## config.mk

```make
export PLATFORM = sky130hd
export DESIGN_NAME = sdram_fb_arbiter
export DESIGN_NICKNAME = d
export VERILOG_FILES = /design/src/rtl/fb_arb_pkg.sv /design/src/rtl/fb_arb_priority.sv /design/src/rtl/sdram_fb_arbiter.sv
export SDC_FILE = /design/constraint.sdc
export NUM_CORES = 1
export LEC_CHECK = 0
export BUFFER_PORTS_ARGS = -buffer_cell sky130_fd_sc_hd__clkbuf_2
export CAP_MARGIN = 20
export CELL_PAD_IN_SITES_DETAIL_PLACEMENT = 1
export CELL_PAD_IN_SITES_GLOBAL_PLACEMENT = 1
export CORE_MARGIN = 2
export CORE_UTILIZATION = 37
export CTS_CLUSTER_DIAMETER = 100
export CTS_CLUSTER_SIZE = 28
export DETAILED_ROUTE_END_ITERATION = 10
export PLACE_DENSITY_LB_ADDON = 0.08
export SETUP_SLACK_MARGIN = 0.5
export SLEW_MARGIN = 20
export SYNTH_ARGS = -nofsm -noshare
export SYNTH_HDL_FRONTEND = slang
export SYNTH_SLANG_ARGS = --single-unit
```

## constraint.sdc

```tcl
create_clock -name clk -period 2.28 [get_ports clk]
set_clock_uncertainty 0.15 [all_clocks]
set_input_delay 0.456 -clock clk [delete_from_list [all_inputs] [get_ports clk]]
set_output_delay 0.456 -clock clk [all_outputs]
set_load 0.01 [all_outputs]
```

## src/rtl/fb_arb_pkg.sv

```systemverilog
// fb_arb_pkg: state encoding and command codes shared by the framebuffer arbiter.
package fb_arb_pkg;

    typedef enum logic [2:0] {
        IDLE     = 3'd0,
        WR_BURST = 3'd1,
        RD_CMD   = 3'd2,
        RD_DATA  = 3'd3,
        RECOVER  = 3'd4
    } fb_arb_state_t;

    localparam logic CMD_READ  = 1'b0;
    localparam logic CMD_WRITE = 1'b1;

endpackage

```

## src/rtl/fb_arb_priority.sv

```systemverilog
// fb_arb_priority: read-first grant decision with a starvation guard that forces a
// write grant after MAX_RD_RUN consecutive reads while the writer is waiting.
module fb_arb_priority #(
    parameter int MAX_RD_RUN = 4
) (
    input  logic clk,
    input  logic reset_n,
    input  logic idle,
    input  logic arb_en,
    input  logic rd_req,
    input  logic wr_req,
    output logic grant_rd,
    output logic grant_wr
);

    localparam int RUN_W = $clog2(MAX_RD_RUN + 1);

    logic [RUN_W-1:0] rd_run;
    logic             guard;

    assign guard    = wr_req && (rd_run == RUN_W'(MAX_RD_RUN));
    assign grant_rd = idle && arb_en && rd_req && !guard;
    assign grant_wr = idle && arb_en && wr_req && !grant_rd;

    // The run only means something while a write is pending, so an absent writer clears it.
    always_ff @(posedge clk or negedge reset_n) begin
        if (!reset_n) begin
            rd_run <= '0;
        end else if (idle) begin
            if (grant_wr || !wr_req) begin
                rd_run <= '0;
            end else if (grant_rd && (rd_run != RUN_W'(MAX_RD_RUN))) begin
                rd_run <= rd_run + RUN_W'(1);
            end
        end
    end

endmodule

```

## src/rtl/sdram_fb_arbiter.sv

```systemverilog
// sdram_fb_arbiter: shares one memory controller command port between the camera
// writer and the LCD reader, turning burst requests into command/data transactions.
module sdram_fb_arbiter
    import fb_arb_pkg::*;
#(
    parameter int ADDR_W     = 21,
    parameter int DATA_W     = 32,
    parameter int BURST_LEN  = 8,
    parameter int MAX_RD_RUN = 4,
    parameter int WR_RECOVER = 3,
    parameter int RD_TIMEOUT = 64
) (
    input  logic              clk,
    input  logic              reset_n,
    input  logic              mem_init_done,
    input  logic              wr_req,
    input  logic [ADDR_W-1:0] wr_addr,
    input  logic [DATA_W-1:0] wr_data,
    output logic              wr_data_rd_en,
    output logic              wr_ack,
    output logic              wr_done,
    input  logic              rd_req,
    input  logic [ADDR_W-1:0] rd_addr,
    output logic              rd_ack,
    output logic [DATA_W-1:0] rd_data,
    output logic              rd_data_valid,
    output logic              rd_done,
    output logic              rd_error,
    output logic              mem_cmd,
    output logic              mem_cmd_en,
    output logic [ADDR_W-1:0] mem_addr,
    output logic [DATA_W-1:0] mem_w_data,
    input  logic [DATA_W-1:0] mem_r_data,
    input  logic              mem_r_data_valid,
    output logic              busy
);

    localparam int CNT_MAX = (BURST_LEN > WR_RECOVER) ? BURST_LEN : WR_RECOVER;
    localparam int CNT_W   = $clog2(CNT_MAX + 1);
    localparam int TMO_W   = $clog2(RD_TIMEOUT + 1);

    fb_arb_state_t     state, state_nxt;
    logic [CNT_W-1:0]  cnt, cnt_nxt;
    logic [TMO_W-1:0]  tmo, tmo_nxt;
    logic              wr_ack_nxt, wr_done_nxt, rd_ack_nxt, rd_done_nxt, rd_error_nxt;
    logic              mem_cmd_nxt, mem_cmd_en_nxt;
    logic [ADDR_W-1:0] mem_addr_nxt;
    logic              arb_idle, grant_rd, grant_wr, beat;

    assign arb_idle      = (state == IDLE);
    assign busy          = (state != IDLE);
    assign wr_data_rd_en = (state == WR_BURST);
    assign beat          = (state == RD_DATA) && mem_r_data_valid;

    fb_arb_priority #(
        .MAX_RD_RUN(MAX_RD_RUN)
    ) u_priority (
        .clk      (clk),
        .reset_n  (reset_n),
        .idle     (arb_idle),
        .arb_en   (mem_init_done),
        .rd_req   (rd_req),
        .wr_req   (wr_req),
        .grant_rd (grant_rd),
        .grant_wr (grant_wr)
    );

    always_ff @(posedge clk or negedge reset_n) begin
        if (!reset_n) begin
            state      <= IDLE;
            cnt        <= '0;
            tmo        <= '0;
            wr_ack     <= 1'b0;
            wr_done    <= 1'b0;
            rd_ack     <= 1'b0;
            rd_done    <= 1'b0;
            rd_error   <= 1'b0;
            mem_cmd    <= 1'b0;
            mem_cmd_en <= 1'b0;
            mem_addr   <= '0;
        end else begin
            state      <= state_nxt;
            cnt        <= cnt_nxt;
            tmo        <= tmo_nxt;
            wr_ack     <= wr_ack_nxt;
            wr_done    <= wr_done_nxt;
            rd_ack     <= rd_ack_nxt;
            rd_done    <= rd_done_nxt;
            rd_error   <= rd_error_nxt;
            mem_cmd    <= mem_cmd_nxt;
            mem_cmd_en <= mem_cmd_en_nxt;
            mem_addr   <= mem_addr_nxt;
        end
    end

    // Control outputs are registered, so every pulse shows up in the first cycle of the new state.
    always_comb begin
        state_nxt      = state;
        cnt_nxt        = cnt;
        tmo_nxt        = tmo;
        wr_ack_nxt     = 1'b0;
        wr_done_nxt    = 1'b0;
        rd_ack_nxt     = 1'b0;
        rd_done_nxt    = 1'b0;
        rd_error_nxt   = 1'b0;
        mem_cmd_en_nxt = 1'b0;
        mem_cmd_nxt    = mem_cmd;
        mem_addr_nxt   = mem_addr;
        case (state)
            IDLE: begin
                cnt_nxt = '0;
                tmo_nxt = '0;
                if (grant_rd) begin
                    state_nxt      = RD_CMD;
                    rd_ack_nxt     = 1'b1;
                    mem_cmd_en_nxt = 1'b1;
                    mem_cmd_nxt    = CMD_READ;
                    mem_addr_nxt   = rd_addr;
                end else if (grant_wr) begin
                    state_nxt      = WR_BURST;
                    wr_ack_nxt     = 1'b1;
                    mem_cmd_en_nxt = 1'b1;
                    mem_cmd_nxt    = CMD_WRITE;
                    mem_addr_nxt   = wr_addr;
                end
            end
            WR_BURST: begin
                if (cnt == CNT_W'(BURST_LEN - 1)) begin
                    state_nxt   = RECOVER;
                    cnt_nxt     = '0;
                    wr_done_nxt = 1'b1;
                end else begin
                    cnt_nxt = cnt + CNT_W'(1);
                end
            end
            RECOVER: begin
                if (cnt == CNT_W'(WR_RECOVER - 1)) begin
                    state_nxt = IDLE;
                end else begin
                    cnt_nxt = cnt + CNT_W'(1);
                end
            end
            RD_CMD: begin
                state_nxt = RD_DATA;
            end
            RD_DATA: begin
                if (beat) begin
                    tmo_nxt = '0;
                    if (cnt == CNT_W'(BURST_LEN - 1)) begin
                        state_nxt   = IDLE;
                        rd_done_nxt = 1'b1;
                    end else begin
                        cnt_nxt = cnt + CNT_W'(1);
                    end
                end else if (tmo == TMO_W'(RD_TIMEOUT - 1)) begin
                    state_nxt    = IDLE;
                    rd_done_nxt  = 1'b1;
                    rd_error_nxt = 1'b1;
                end else begin
                    tmo_nxt = tmo + TMO_W'(1);
                end
            end
            default: begin
                state_nxt = IDLE;
            end
        endcase
    end

    // Data path: one register stage between the pop/beat and the outputs.
    always_ff @(posedge clk or negedge reset_n) begin
        if (!reset_n) begin
            mem_w_data    <= '0;
            rd_data       <= '0;
            rd_data_valid <= 1'b0;
        end else begin
            rd_data_valid <= beat;
            if (wr_data_rd_en) begin
                mem_w_data <= wr_data;
            end
            if (beat) begin
                rd_data <= mem_r_data;
            end
        end
    end

endmodule

```

-- Yosys cells after proc, flatten, opt, wreduce, memory -nomap -nowiden
Index checks and enable logic that the tools add are counted.
- multiplexer cells: 36
- reduce and logical (&&, ||, !) cells: 23
- equal/unequal tests: 18
- add/subtract/negate cells: 3
- operator list (kind ; number):
    $mux W21 ; 2
    $mux W3 ; 9
    $mux W1 ; 16
    $mux W4 ; 4
    $pmux W4 S4 ; 1
    $pmux W3 S5 ; 1
    $mux W7 ; 2
    $pmux W7 S2 ; 1
    $ne A3 B3 Y1 const B ; 3
    $logic_and A1 B1 Y1 ; 8
    $ne A2 B2 Y1 const B ; 4
    $add A7 B1 Y7 const B ; 1
    $eq A7 B6 Y1 const B ; 1
    $eq A3 B2 Y1 const B ; 2
    $eq A3 B3 Y1 const B ; 2
    $ne A3 B2 Y1 const B ; 2
    $reduce_and A2 Y1 ; 3
    $reduce_bool A2 Y1 ; 3
    $reduce_and A5 Y1 ; 1
    $add A4 B1 Y4 const B ; 1
    $eq A4 B2 Y1 const B ; 1
    $eq A4 B3 Y1 const B ; 1
    $reduce_and A4 Y1 ; 1
    $reduce_bool A4 Y1 ; 1
    7 further kinds ; 9
- output and inout port bits: 95
- logic and storage cells: 95
- register bits: 110
- input port bits: 112

-- Depth between registers and ports, before layout
Gate-level depths: netlist (run 1).
- word-level depth: 9
- mapped depth: 7
- gate-level depth less buffers: 7

-- Modules after synthesis
From an unflattened synthesis (run 1), not the netlist that was laid out.
- cells, all modules: 365
- area total of the unflattened synthesis: 4823.4 um^2
- by module, submodules not included (module ; cells each ; times used ; area each (um^2)):
    sdram_fb_arbiter ; 342 ; 1 ; 4600.7
    fb_arb_priority ; 23 ; 1 ; 222.7

-- Least setup slack after synthesis (run 1)
Ideal clock, no wire load.
- path kind: register to output
- start point: register state[0]
- end point: output port wr_data_rd_en
- stages on the path, launching flop included: 7
- buffers on the path: 4
- arrival time: 1235 ps
- data required time: 1674 ps
- path slack: 439 ps
- cell sequence: dfrtp_1 > buf_6 > nor2b_4 > buf_6 > and2b_1 > buf_6 > buf_8
- longest elaborated chain between the ends: 1
- RTL lines (element ; line ; text):
    start, declared ; sdram_fb_arbiter.sv:42 ; fb_arb_state_t state, state_nxt;
    start signal, assigned ; sdram_fb_arbiter.sv:82 ; state <= state_nxt;
    $eq A3 B1 Y1 ; sdram_fb_arbiter.sv:52 ; assign wr_data_rd_en = (state == WR_BURST);
    end, declared ; sdram_fb_arbiter.sv:19 ; output logic wr_data_rd_en,
Every way passes these cells.

-- Final worst setup path (run 1)
- start point: register state[0]
- end point: register mem_addr[8]
- longest elaborated chain between the ends: 8
- elaborated cells between the ends (all ways): 10
- those cells by class: 1 x mux; 9 x reduce/logical
- RTL lines (element ; line ; text):
    $logic_not A3 Y1 * ; sdram_fb_arbiter.sv:50, sdram_fb_arbiter.sv:109 ;
    $logic_and A1 B1 Y1 ; fb_arb_priority.sv:22, fb_arb_priority.sv:23 ;
    $logic_and A1 B1 Y1 (2 in a row) ; fb_arb_priority.sv:22 ; assign grant_rd = idle && arb_en && rd_req && !guard;
    $logic_not A1 Y1 ; fb_arb_priority.sv:23 ; assign grant_wr = idle && arb_en && wr_req && !grant_rd;
    $logic_and A1 B1 Y1 ; fb_arb_priority.sv:23 ;
    $reduce_bool A2 Y1 (no line) ; n/a ;
    $reduce_and A2 Y1 (no line) ; n/a ;
    end signal, assigned ; sdram_fb_arbiter.sv:92 ; mem_addr <= mem_addr_nxt;
    end, declared ; sdram_fb_arbiter.sv:31 ; output logic [ADDR_W-1:0] mem_addr,
Every way passes the cells marked *; elsewhere a longest branch is shown, timed or not.
A chain may end at the register's enable or synchronous reset.

==> results.sh, run 1 <==
export IMPL_async_reset_ff_share_pct=100
export IMPL_outcome="completed"
export IMPL_r2r_cells=7
export IMPL_worst_path_max_fanout=7
export IMPL_drt_wirelength_per_cell_microns=18.8
export IMPL_startpoint="state[0]"
export IMPL_num_fill_cells=1364
export IMPL_hp_start="mem_r_data[6]"
export IMPL_stdcell_area_sq_um=7090
export IMPL_cts_tree="built"
export IMPL_r2r_start="state[0]"
export IMPL_insertion_delay_ns=0.35
export IMPL_ys_ff_latch=110
export IMPL_worstPathCellList="buf_6, nor4b_4, nand3_4, buf_4, inv_4, nor3b_1, a221o_1"
export IMPL_setup_violations=0
export IMPL_drcViolationCount=0
export IMPL_clock_path_buffers=2
export IMPL_cap_violations=0
export IMPL_grt_pass1_vias=4158
export IMPL_grt_max_degree=42
export IMPL_die_h_microns=118
export IMPL_maxSlewViolCount=0
export IMPL_die_w_microns=118
export IMPL_clk_pin_slew_ns=0.07
export IMPL_drtIter0Drc=93
export IMPL_start_kind="flip-flop"
export IMPL_tightest_slew_ns=0.580
export IMPL_crit_family="simple AND/OR/NAND/NOR gates"
export IMPL_synth_edf_count=0
export IMPL_n_antenna_cell=0
export IMPL_clkPwrFrac_pct=16.6
export IMPL_synth_area_sq_um=4830
export IMPL_totalNegativeSetupSlack_ns=0
export IMPL_totalWireLength_mm=14.8
export IMPL_slowest_delay_ns=0.44
export IMPL_internal_power_uw=6030
export IMPL_io_pins=207
export IMPL_syn_inst=362
export IMPL_layout_drive_gt1_share_pct=62.8
export IMPL_hold_depth=2
export IMPL_power_per_cell_area_nw_per_um2=1310
export IMPL_clockRootBuffer="clkbuf_16"
export IMPL_switchingPower_uw=3280
export IMPL_clock_sinks=110
export IMPL_placed_area_sq_um=6060
export IMPL_ys_seq_area_share_pct=57.0
export IMPL_drtPass1Iterations=4
export IMPL_portBuffers=206
export IMPL_finalPower_uw=9320
export IMPL_rsz0062_at_grt="yes"
export IMPL_worstPathArrival_ns=2.07
export IMPL_p_comb_share_pct=47.5
export IMPL_multi_input_area_sq_um=2080
export IMPL_worstSetupEndpointType="flip-flop"
export IMPL_grt_first_pass_wirelength_mm=22.7
export IMPL_htree_levels=3
export IMPL_grt_antenna_before_repair=0
export IMPL_timing_hold_ws_ns=0.168
export IMPL_power_leakage_uw=0.00359
export IMPL_yosysUniqueCellTypes=58
export IMPL_initial_utilization_pct=38.1
export IMPL_core_sq_um=12700
export IMPL_hold_viol=0
export IMPL_yosysWarnings=0
export IMPL_hold_class="input pin to flip-flop"
export IMPL_finalCritPeriodShare_pct=86.7
export IMPL_ff_latch_area_sq_um=2760
export IMPL_ant_nets=0
export IMPL_cpMaxStageDelayCell="dfrtp_2"
export IMPL_cp_depth=7
export IMPL_dp_hpwl_mm=9.52
export IMPL_fin_crit_ns=1.98
export IMPL_rows=41
export IMPL_cp_buffers_inverters=3
export IMPL_gp_congestion=0.780
export IMPL_synth_nets=479
export IMPL_worst_setup_path_type="flip-flop to flip-flop"
export IMPL_final_nets=726
export IMPL_p_sw_share_pct=35.2
export IMPL_grt_total_usage_pct=20.8
export IMPL_relSlewSlack_pct=61.4
export IMPL_gr_total_overflow=0
export IMPL_syn_area_per_cell_sq_um=13.3
export IMPL_irDropWorstVdd_mv=0.552
export IMPL_drt_vias_per_instance=4.99
export IMPL_critPathRequiredTime_ns=2.37
export IMPL_max_freq_mhz=506
export IMPL_dieArea_sq_um=14000
export IMPL_seqPwrFrac_pct=35.9
export IMPL_cts_buffers=9
export IMPL_areaGrowthSynthToFinish_pct=46.7
export IMPL_ys_flop_type="dfrtp_1"
export IMPL_vias=3920
==> area by class of cell <==
type	count	share of cell area, %
multi-input combinational	221	29.4
sequential	110	38.9
timing repair buffer	258	24.0
clock inverter	2	0.229
inverter	9	0.582
clock buffer	13	3.81
tap	172	3.04
==> routing by layer <==
layer | track usage, % | part of all wire [%] | vias to the layer above | wire length (microns)
met1 | 25.9 | 42 | 1963 | 6130
met3 | 4.97 | 5.7 | 27 | 843
met5 | 0 | 0 | - | 0
met4 | 9.49 | 2.7 | 0 | 404
li1 | - | - | 1794 | -
met2 | 34.1 | 50 | 136 | 7380
==> layout by cell type (no fill, tap or decap), types with 3 or more instances in the layout <==
master	instances
bufbuf_16	3
clkbuf_16	10
inv_1	6
dfrtp_1	106
a22oi_1	9
a22oi_2	12
clkbuf_2	204
nand3_1	4
mux2_2	34
buf_12	9
a22o_1	3
buf_6	6
ha_1	3
dfrtp_2	4
a21oi_1	4
o21ai_1	16
buf_4	31
clkbuf_8	3
nand2_1	26
nor2_1	9
o2bb2ai_1	3
mux2_4	29
o21bai_1	3
o21ai_0	8
==> repair_timing <==
action,4_1_cts,5_1_grt
resized for setup,46,41
hold endpoints to repair,38,0
setup endpoints to repair,98,90
pin swaps,5,16
hold buffers,1,0
cloned,5,1
buffers inserted,20,13
==> cell usage after synthesis, types with 2 or more instances <==
master       n  share of area, %
nor3b_1      3              0.47
ha_1         5               1.3
nand2b_1     3              0.39
nor3_1       2              0.21
o21bai_1     4              0.62
and2_1       3              0.39
mux2_4      28               8.7
nor2_1      10              0.78
o2bb2ai_1    3              0.54
inv_1        7              0.54
nand2_1     26               2.0
nand3_1      6              0.62
buf_12       2              0.83
buf_2        2              0.21
o21ai_0     25               2.6
mux2_2      35               8.2
mux2_1       2              0.47
a21oi_1      5              0.52
a22o_1       3              0.54
o31ai_1      3              0.47
buf_6        6               1.4
a221o_1      2              0.41
dfrtp_1    110                57
and2b_1      2              0.31
clkbuf_1    11              0.85
a22oi_1     21               3.3
o21a_1       2              0.31
==> power by group through the flow <==
stage                     Clock [uW]  Combinational (uW)  Sequential [uW]
final                           1540                4430             3350
after global routing            1670                4750             3460
after CTS                       1580                4180             3330
after detailed placement           0                3630             3380
after global placement             0                3550             3320
after floorplan                    0                1940             3670
==> state kept, by name, indices dropped and copies added (netlist names) <==
signal / cells
mem_w_data: 32
rd_data: 32
mem_addr: 21
tmo: 7
cnt: 4
state: 3
u_priority.rd_run: 3
mem_cmd: 1
mem_cmd_en: 1
rd_ack: 1
rd_data_valid: 1
rd_done: 1
rd_error: 1
wr_ack: 1
wr_done: 1
==> kinds of logic after synthesis <==
group	synth area share, %
simple gates	8.39
flops	57.0
xor+xnor	0.181
fa+ha+maj	1.30
mux	17.5
compound gates	11.3
buf+inv	4.35
==> final timing paths <==
kind                       slack, ns      endpoint
min                             0.17    rd_data[6]
max                             0.30   mem_addr[8]
min in group asynchronous       0.49   rd_data[22]
max in group asynchronous       0.86    rd_data[9]
min reg2reg                     0.34  mem_addr[19]
max reg2reg                     0.30   mem_addr[8]
==> through the flow <==
step	utilization (%)	cells	worst slack [ns]
finish	55.9	785	0.303
global route	55.9	785	0.211
CTS	53.9	771	0.343
detailed placement	47.9	730	0.200
global placement	47.9	730	0.281
floorplan	-	362	0.439
No activity file was read; power rests on OpenSTA's default activity.
==> run 2: changes to the inputs <==
--- a/config.mk
+++ b/config.mk
@@ -9,7 +9,7 @@
 export CAP_MARGIN = 20
 export CELL_PAD_IN_SITES_DETAIL_PLACEMENT = 1
 export CELL_PAD_IN_SITES_GLOBAL_PLACEMENT = 1
-export CORE_MARGIN = 2
+export CORE_ASPECT_RATIO = 0.7
 export CORE_UTILIZATION = 37
 export CTS_CLUSTER_DIAMETER = 100
 export CTS_CLUSTER_SIZE = 28
==> results.sh, run 2 (same netlist as run 1, synthesis figures left out) <==
export IMPL_htree_levels=3
export IMPL_hp_start="mem_r_data[23]"
export IMPL_die_h_microns=97.6
export IMPL_totalWireLength_mm=15.3
export IMPL_irDropWorstVdd_mv=0.489
export IMPL_io_pins=207
export IMPL_critPathRequiredTime_ns=2.35
export IMPL_slowest_delay_ns=0.40
export IMPL_grt_max_degree=101
export IMPL_reg_top3="mem_w_data x32, rd_data x32, mem_addr x21"
export IMPL_rows=34
export IMPL_clock_sinks=110
export IMPL_failed_checks="DRC"
export IMPL_power_leakage_uw=0.00373
export IMPL_initial_utilization_pct=38.4
export IMPL_layout_drive_gt1_share_pct=64.2
export IMPL_r2r_cells=8
export IMPL_start_kind="flip-flop"
export IMPL_relSlewSlack_pct=63.7
export IMPL_rsz0062_at_grt="yes"
export IMPL_vias=3993
export IMPL_cp_buffers_inverters=4
export IMPL_worstPathCellList="buf_6, buf_6, nor4b_4, nand3_4, buf_6, buf_12, a22oi_2, o21ai_1"
export IMPL_setup_violations=0
export IMPL_drt_vias_per_instance=5.07
export IMPL_cap_violations=0
export IMPL_dp_hpwl_mm=9.65
export IMPL_max_freq_mhz=495
export IMPL_fin_crit_ns=2.02
export IMPL_worstPathArrival_ns=2.09
export IMPL_hold_path_end="rd_data[23]"
export IMPL_drtIter0Drc=144
export IMPL_cts_buffers=9
export IMPL_grt_first_pass_wirelength_mm=22.8
export IMPL_reg2reg_to="mem_addr[17]"
export IMPL_cpMaxStageDelayCell="dfrtp_1"
export IMPL_portBuffers=206
export IMPL_drcViolationCount=35
export IMPL_cts_tree="built"
export IMPL_r2r_setup_slack_ns=0.26
export IMPL_core_sq_um=12600
export IMPL_worstSetupEndpointType="flip-flop"
export IMPL_cpMostUsedCell="buf_6"
export IMPL_gr_total_overflow=0
export IMPL_grt_pass1_vias=4092
export IMPL_num_fill_cells=1349
export IMPL_r2r_start="state[0]"
export IMPL_grt_total_usage_pct=21.7
export IMPL_outcome="finished with violations"
export IMPL_ant_nets=0
export IMPL_die_w_microns=139
export IMPL_layout_common_cells="clkbuf_2, dfrtp_1, mux2_4"
export IMPL_gp_congestion=0.829
export IMPL_n_antenna_cell=0
export IMPL_final_nets=737
export IMPL_hold_depth=2
export IMPL_worst_path_max_fanout=7
export IMPL_areaGrowthSynthToFinish_pct=51.8
export IMPL_totalNegativeSetupSlack_ns=0
export IMPL_crit_family="simple AND/OR/NAND/NOR gates"
export IMPL_insertion_delay_ns=0.34
export IMPL_place_ws_ns=0.223
export IMPL_drtPass1Iterations=7
export IMPL_finalCritPeriodShare_pct=88.6
export IMPL_maxSlewViolCount=0
export IMPL_power_per_cell_area_nw_per_um2=1360
export IMPL_worst_setup_path_type="flip-flop to flip-flop"
export IMPL_grt_antenna_before_repair=0
export IMPL_hold_class="input pin to flip-flop"
export IMPL_clk_pin_slew_ns=0.08
export IMPL_final_common_cell="clkbuf_2"
export IMPL_clock_path_buffers=2
export IMPL_hold_viol=0
export IMPL_fin_util_pct=58.2
export IMPL_fin_ws_ns=0.259
export IMPL_clockRootBuffer="clkbuf_16"
export IMPL_tightest_slew_ns=0.544
export IMPL_dieArea_sq_um=13500
export IMPL_drt_wirelength_per_cell_microns=19.4
run 2: area by class of cell:
class,instances,area [sq um],area share [%]
Clock buffer,9,225,3.07
Clock inverter,7,103,1.40
Inverter,9,36.3,0.495
Multi-Input combinational cell,222,2150,29.3
Sequential cell,110,2750,37.6
Tap cell,162,203,2.76
Timing Repair Buffer,268,1860,25.4
run 2: power breakdown:
part	leakage, uW	internal, uW	switching (uW)
combinational	0.00223	2720	2190
sequential	0.00135	2820	512
clock	0.000157	978	751
total	0.00373	6510	3450
run 2: repair_timing:
| action | 4_1_cts | 5_1_grt |
|---|---|---|
| hold buffers | 1 | 0 |
| endpoints found under the hold margin | 10 | 0 |
| setup buffers | 24 | 15 |
| cloned | 5 | 7 |
| endpoints found under the setup margin | 97 | 75 |
| pin swaps | 7 | 20 |
| resized for setup | 63 | 52 |
run 2: metal layers:
metal | up-vias | global-route usage, % | share of wire [%]
met5 | - | 0 | 0
met4 | 0 | 4.41 | 1.1
met3 | 14 | 5.13 | 5.0
met2 | 118 | 36.9 | 50
met1 | 2036 | 28.1 | 44
li1 | 1825 | - | -
run 2: worst max path at each step:
stage | startpoint | to | slack (ns) | depth (start not counted)
final | state[0] | mem_addr[17] | 0.26 | 8
after floorplan | state[0] | wr_data_rd_en | 0.44 | 6
after global routing | state[0] | mem_addr[17] | 0.14 | 8
after global placement | state[2] | mem_addr[17] | 0.27 | 6
after detailed placement | u_priority.rd_run[0] | mem_addr[3] | 0.22 | 6
after CTS | state[0] | busy | 0.28 | 3
run 2: per-stage QoR:
stage / area [sq um] / instances / power (uW) / hold slack [ns]
CTS: 6890 / 765 / 9370 / 0.169
detailed placement: 6010 / 719 / 6990 / 0.157
finish: 7330 / 787 / 9970 / 0.182
global route: 7330 / 787 / 10600 / 0.172
global placement: 6010 / 719 / 6820 / 0.150
floorplan: 4830 / 362 / 5610 / 0.0104
==> run 3: changes to the inputs <==
--- a/config.mk
+++ b/config.mk
@@ -5,12 +5,13 @@
 export SDC_FILE = /design/constraint.sdc
 export NUM_CORES = 1
 export LEC_CHECK = 0
+export ABC_AREA = 1
 export BUFFER_PORTS_ARGS = -buffer_cell sky130_fd_sc_hd__clkbuf_2
 export CAP_MARGIN = 20
 export CELL_PAD_IN_SITES_DETAIL_PLACEMENT = 1
 export CELL_PAD_IN_SITES_GLOBAL_PLACEMENT = 1
 export CORE_ASPECT_RATIO = 0.7
-export CORE_UTILIZATION = 37
+export CORE_UTILIZATION = 34
 export CTS_CLUSTER_DIAMETER = 100
 export CTS_CLUSTER_SIZE = 28
 export DETAILED_ROUTE_END_ITERATION = 10
==> results.sh, run 3 <==
export IMPL_yosys_top_cells_count="nand2_1, dfrtp_1, inv_1"
export IMPL_ys_ff_latch=110
export IMPL_synth_area_sq_um=4800
export IMPL_hold_class="input pin to flip-flop"
export IMPL_startpoint="state[2]"
export IMPL_rsz0062_at_grt="yes"
export IMPL_drtPass1Iterations=4
export IMPL_yosysWarnings=0
export IMPL_portBuffers=206
export IMPL_drt_vias_per_instance=4.49
export IMPL_reg_top3="mem_w_data x32, rd_data x32, mem_addr x21"
export IMPL_worst_setup_path_type="flip-flop to output pin"
export IMPL_drt_wirelength_per_cell_microns=14.6
export IMPL_fin_cells=978
export IMPL_clockRootBuffer="clkbuf_16"
export IMPL_clk_pin_slew_ns=0.08
export IMPL_r2r_cells=9
export IMPL_synthTopCellsByArea="dfrtp_1, nand2_1, inv_1, o211ai_2, o211ai_1"
export IMPL_grt_antenna_before_repair=0
export IMPL_async_reset_ff_share_pct=100
export IMPL_cts_buffers=9
export IMPL_gp_congestion=0.746
export IMPL_synth_nets=683
export IMPL_final_common_cell="nand2_1"
export IMPL_ant_nets=0
export IMPL_insertion_delay_ns=0.35
export IMPL_r2r_start="u_priority.rd_run[0]"
export IMPL_grt_first_pass_wirelength_mm=22.5
export IMPL_gr_total_overflow=0
export IMPL_clock_path_buffers=2
export IMPL_rows=35
export IMPL_cts_tree="built"
export IMPL_syn_inst=566
export IMPL_die_h_microns=101
export IMPL_htree_levels=3
export IMPL_dieArea_sq_um=14600
export IMPL_irDropWorstVdd_mv=0.446
export IMPL_areaGrowthSynthToFinish_pct=39.0
export IMPL_totalNegativeSetupSlack_ns=0
export IMPL_dp_cells=944
export IMPL_layout_common_cells="nand2_1, clkbuf_2, dfrtp_1"
export IMPL_hold_depth=3
export IMPL_max_freq_mhz=558
export IMPL_die_w_microns=144
export IMPL_vias=4396
export IMPL_worst_path_max_fanout=3
export IMPL_timing_hold_ws_ns=0.150
export IMPL_n_antenna_cell=0
export IMPL_yosysTopAreaCell="dfrtp_1"
export IMPL_power_per_cell_area_nw_per_um2=1260
export IMPL_setup_violations=0
export IMPL_grt_max_degree=49
export IMPL_fin_crit_ns=1.79
export IMPL_io_pins=207
export IMPL_cap_violations=0
export IMPL_clock_sinks=110
export IMPL_drcViolationCount=0
export IMPL_outcome="completed"
export IMPL_tightest_slew_ns=0.558
export IMPL_yosysUniqueCellTypes=29
export IMPL_layout_drive_gt1_share_pct=37.3
export IMPL_ys_seq_area_share_pct=57.4
export IMPL_grt_pass1_vias=4559
export IMPL_finalCritPeriodShare_pct=78.5
export IMPL_syn_area_per_cell_sq_um=8.48
export IMPL_power_leakage_uw=0.00378
export IMPL_relSlewSlack_pct=62.7
export IMPL_start_kind="flip-flop"
export IMPL_totalWireLength_mm=14.3
export IMPL_maxSlewViolCount=0
export IMPL_synth_edf_count=0
export IMPL_ys_flop_type="dfrtp_1"
export IMPL_worstSetupEndpointType="output pin"
export IMPL_core_sq_um=13400
export IMPL_dp_hpwl_mm=10.2
export IMPL_hp_start="mem_r_data[24]"
export IMPL_synth_most_common_cell="nand2_1"
export IMPL_worstPathArrival_ns=1.18
export IMPL_final_nets=905
export IMPL_post_synth_top_area_fraction_pct=57.4
export IMPL_drtIter0Drc=178
export IMPL_initial_utilization_pct=35.7
export IMPL_hold_viol=0
export IMPL_critPathRequiredTime_ns=1.67
export IMPL_grt_total_usage_pct=19.9
-- run 3: cell types whose count changed after synthesis, sizes merged, moves of 4 or more --
cell and delta:
a22oi -21, o21ai -8, nand2 +269, o21bai -4
clkbuf -7, mux2 -65, nand3 +8, o211ai +21
nor2 +9, inv +37, buf +6
-- run 3: worst paths after layout --
path | slack (ns) | end
min in group asynchronous | 0.40 | mem_addr[17]
max reg2reg | 0.51 | mem_addr[7]
min reg2reg | 0.32 | mem_w_data[5]
max in group asynchronous | 1.01 | rd_data[13]
max | 0.49 | wr_data_rd_en
min | 0.15 | rd_data[24]
-- run 3: cell families (layout without fill, tap and decap cells) --
kind of cell             count (synthesis)  count (layout)  synth area share, %
AO/OA/AOI/OAI                           46              46                 7.20
flip-flops                             110             110                 57.4
AND/OR/NAND/NOR                        337             337                 27.8
XOR/XNOR                                 1               1                0.183
adder cells (fa/ha/maj)                  5               5                 1.30
buffers and inverters                   67             294                 6.20
-- run 3: critical path: stages, from the launching register on --
cell and delay (ns):
dfrtp_2 0.43, inv_4 0.09, nand2_4 0.06, nor2_4 0.14, buf_6 0.12
-- run 3: final cells by class --
class | instances | area [sq um]
clock buffer | 10 | 239
clock inverter | 6 | 67.6
fill | 1704 | 6770
inverter | 46 | 185
multi-input combinational | 389 | 1850
sequential | 110 | 2760
tap | 185 | 231
timing repair buffer | 232 | 1340
-- run 3: what timing repair did --
| item | CTS | global route |
|---|---|---|
| resized for setup | 10 | 34 |
| hold buffers | 1 | 0 |
| buffers inserted | 4 | 9 |
| endpoints found under the hold margin | 17 | 0 |
| endpoints found under the setup margin | 58 | 51 |
| pin swaps | 1 | 16 |
| cloned | 0 | 4 |
-- run 3: report_power, final --
group	internal [uW]	switching (uW)	leakage [uW]
Clock	889	743	0.000145
Combinational	1390	2070	0.00224
Sequential	2770	515	0.00139
Total	5050	3330	0.00378
-- run 3: stage by stage --
| stage | total power [uW] | utilization, % | setup WS [ns] | instance area [sq um] |
|---|---|---|---|---|
| 2_1_floorplan | 5090 | - | 0.598 | 4800 |
| 3_3_place_gp | 6350 | 44.9 | 0.548 | 6040 |
| 3_5_place_dp | 6510 | 44.9 | 0.455 | 6040 |
| 4_1_cts | 8230 | 47.7 | 0.445 | 6420 |
| 5_1_grt | 9050 | 49.6 | 0.424 | 6670 |
| 6_report | 8380 | 49.6 | 0.489 | 6670 |
-- run 3: routing by layer --
layer,wire length (microns),part of all wire (%),vias up,GRT usage (%)
li1,-,-,2188,-
met1,6310,44,2084,24.7
met2,6890,48,113,33.7
met3,970,6.8,11,6.34
met4,125,0.87,0,4.66
met5,0,0,-,0
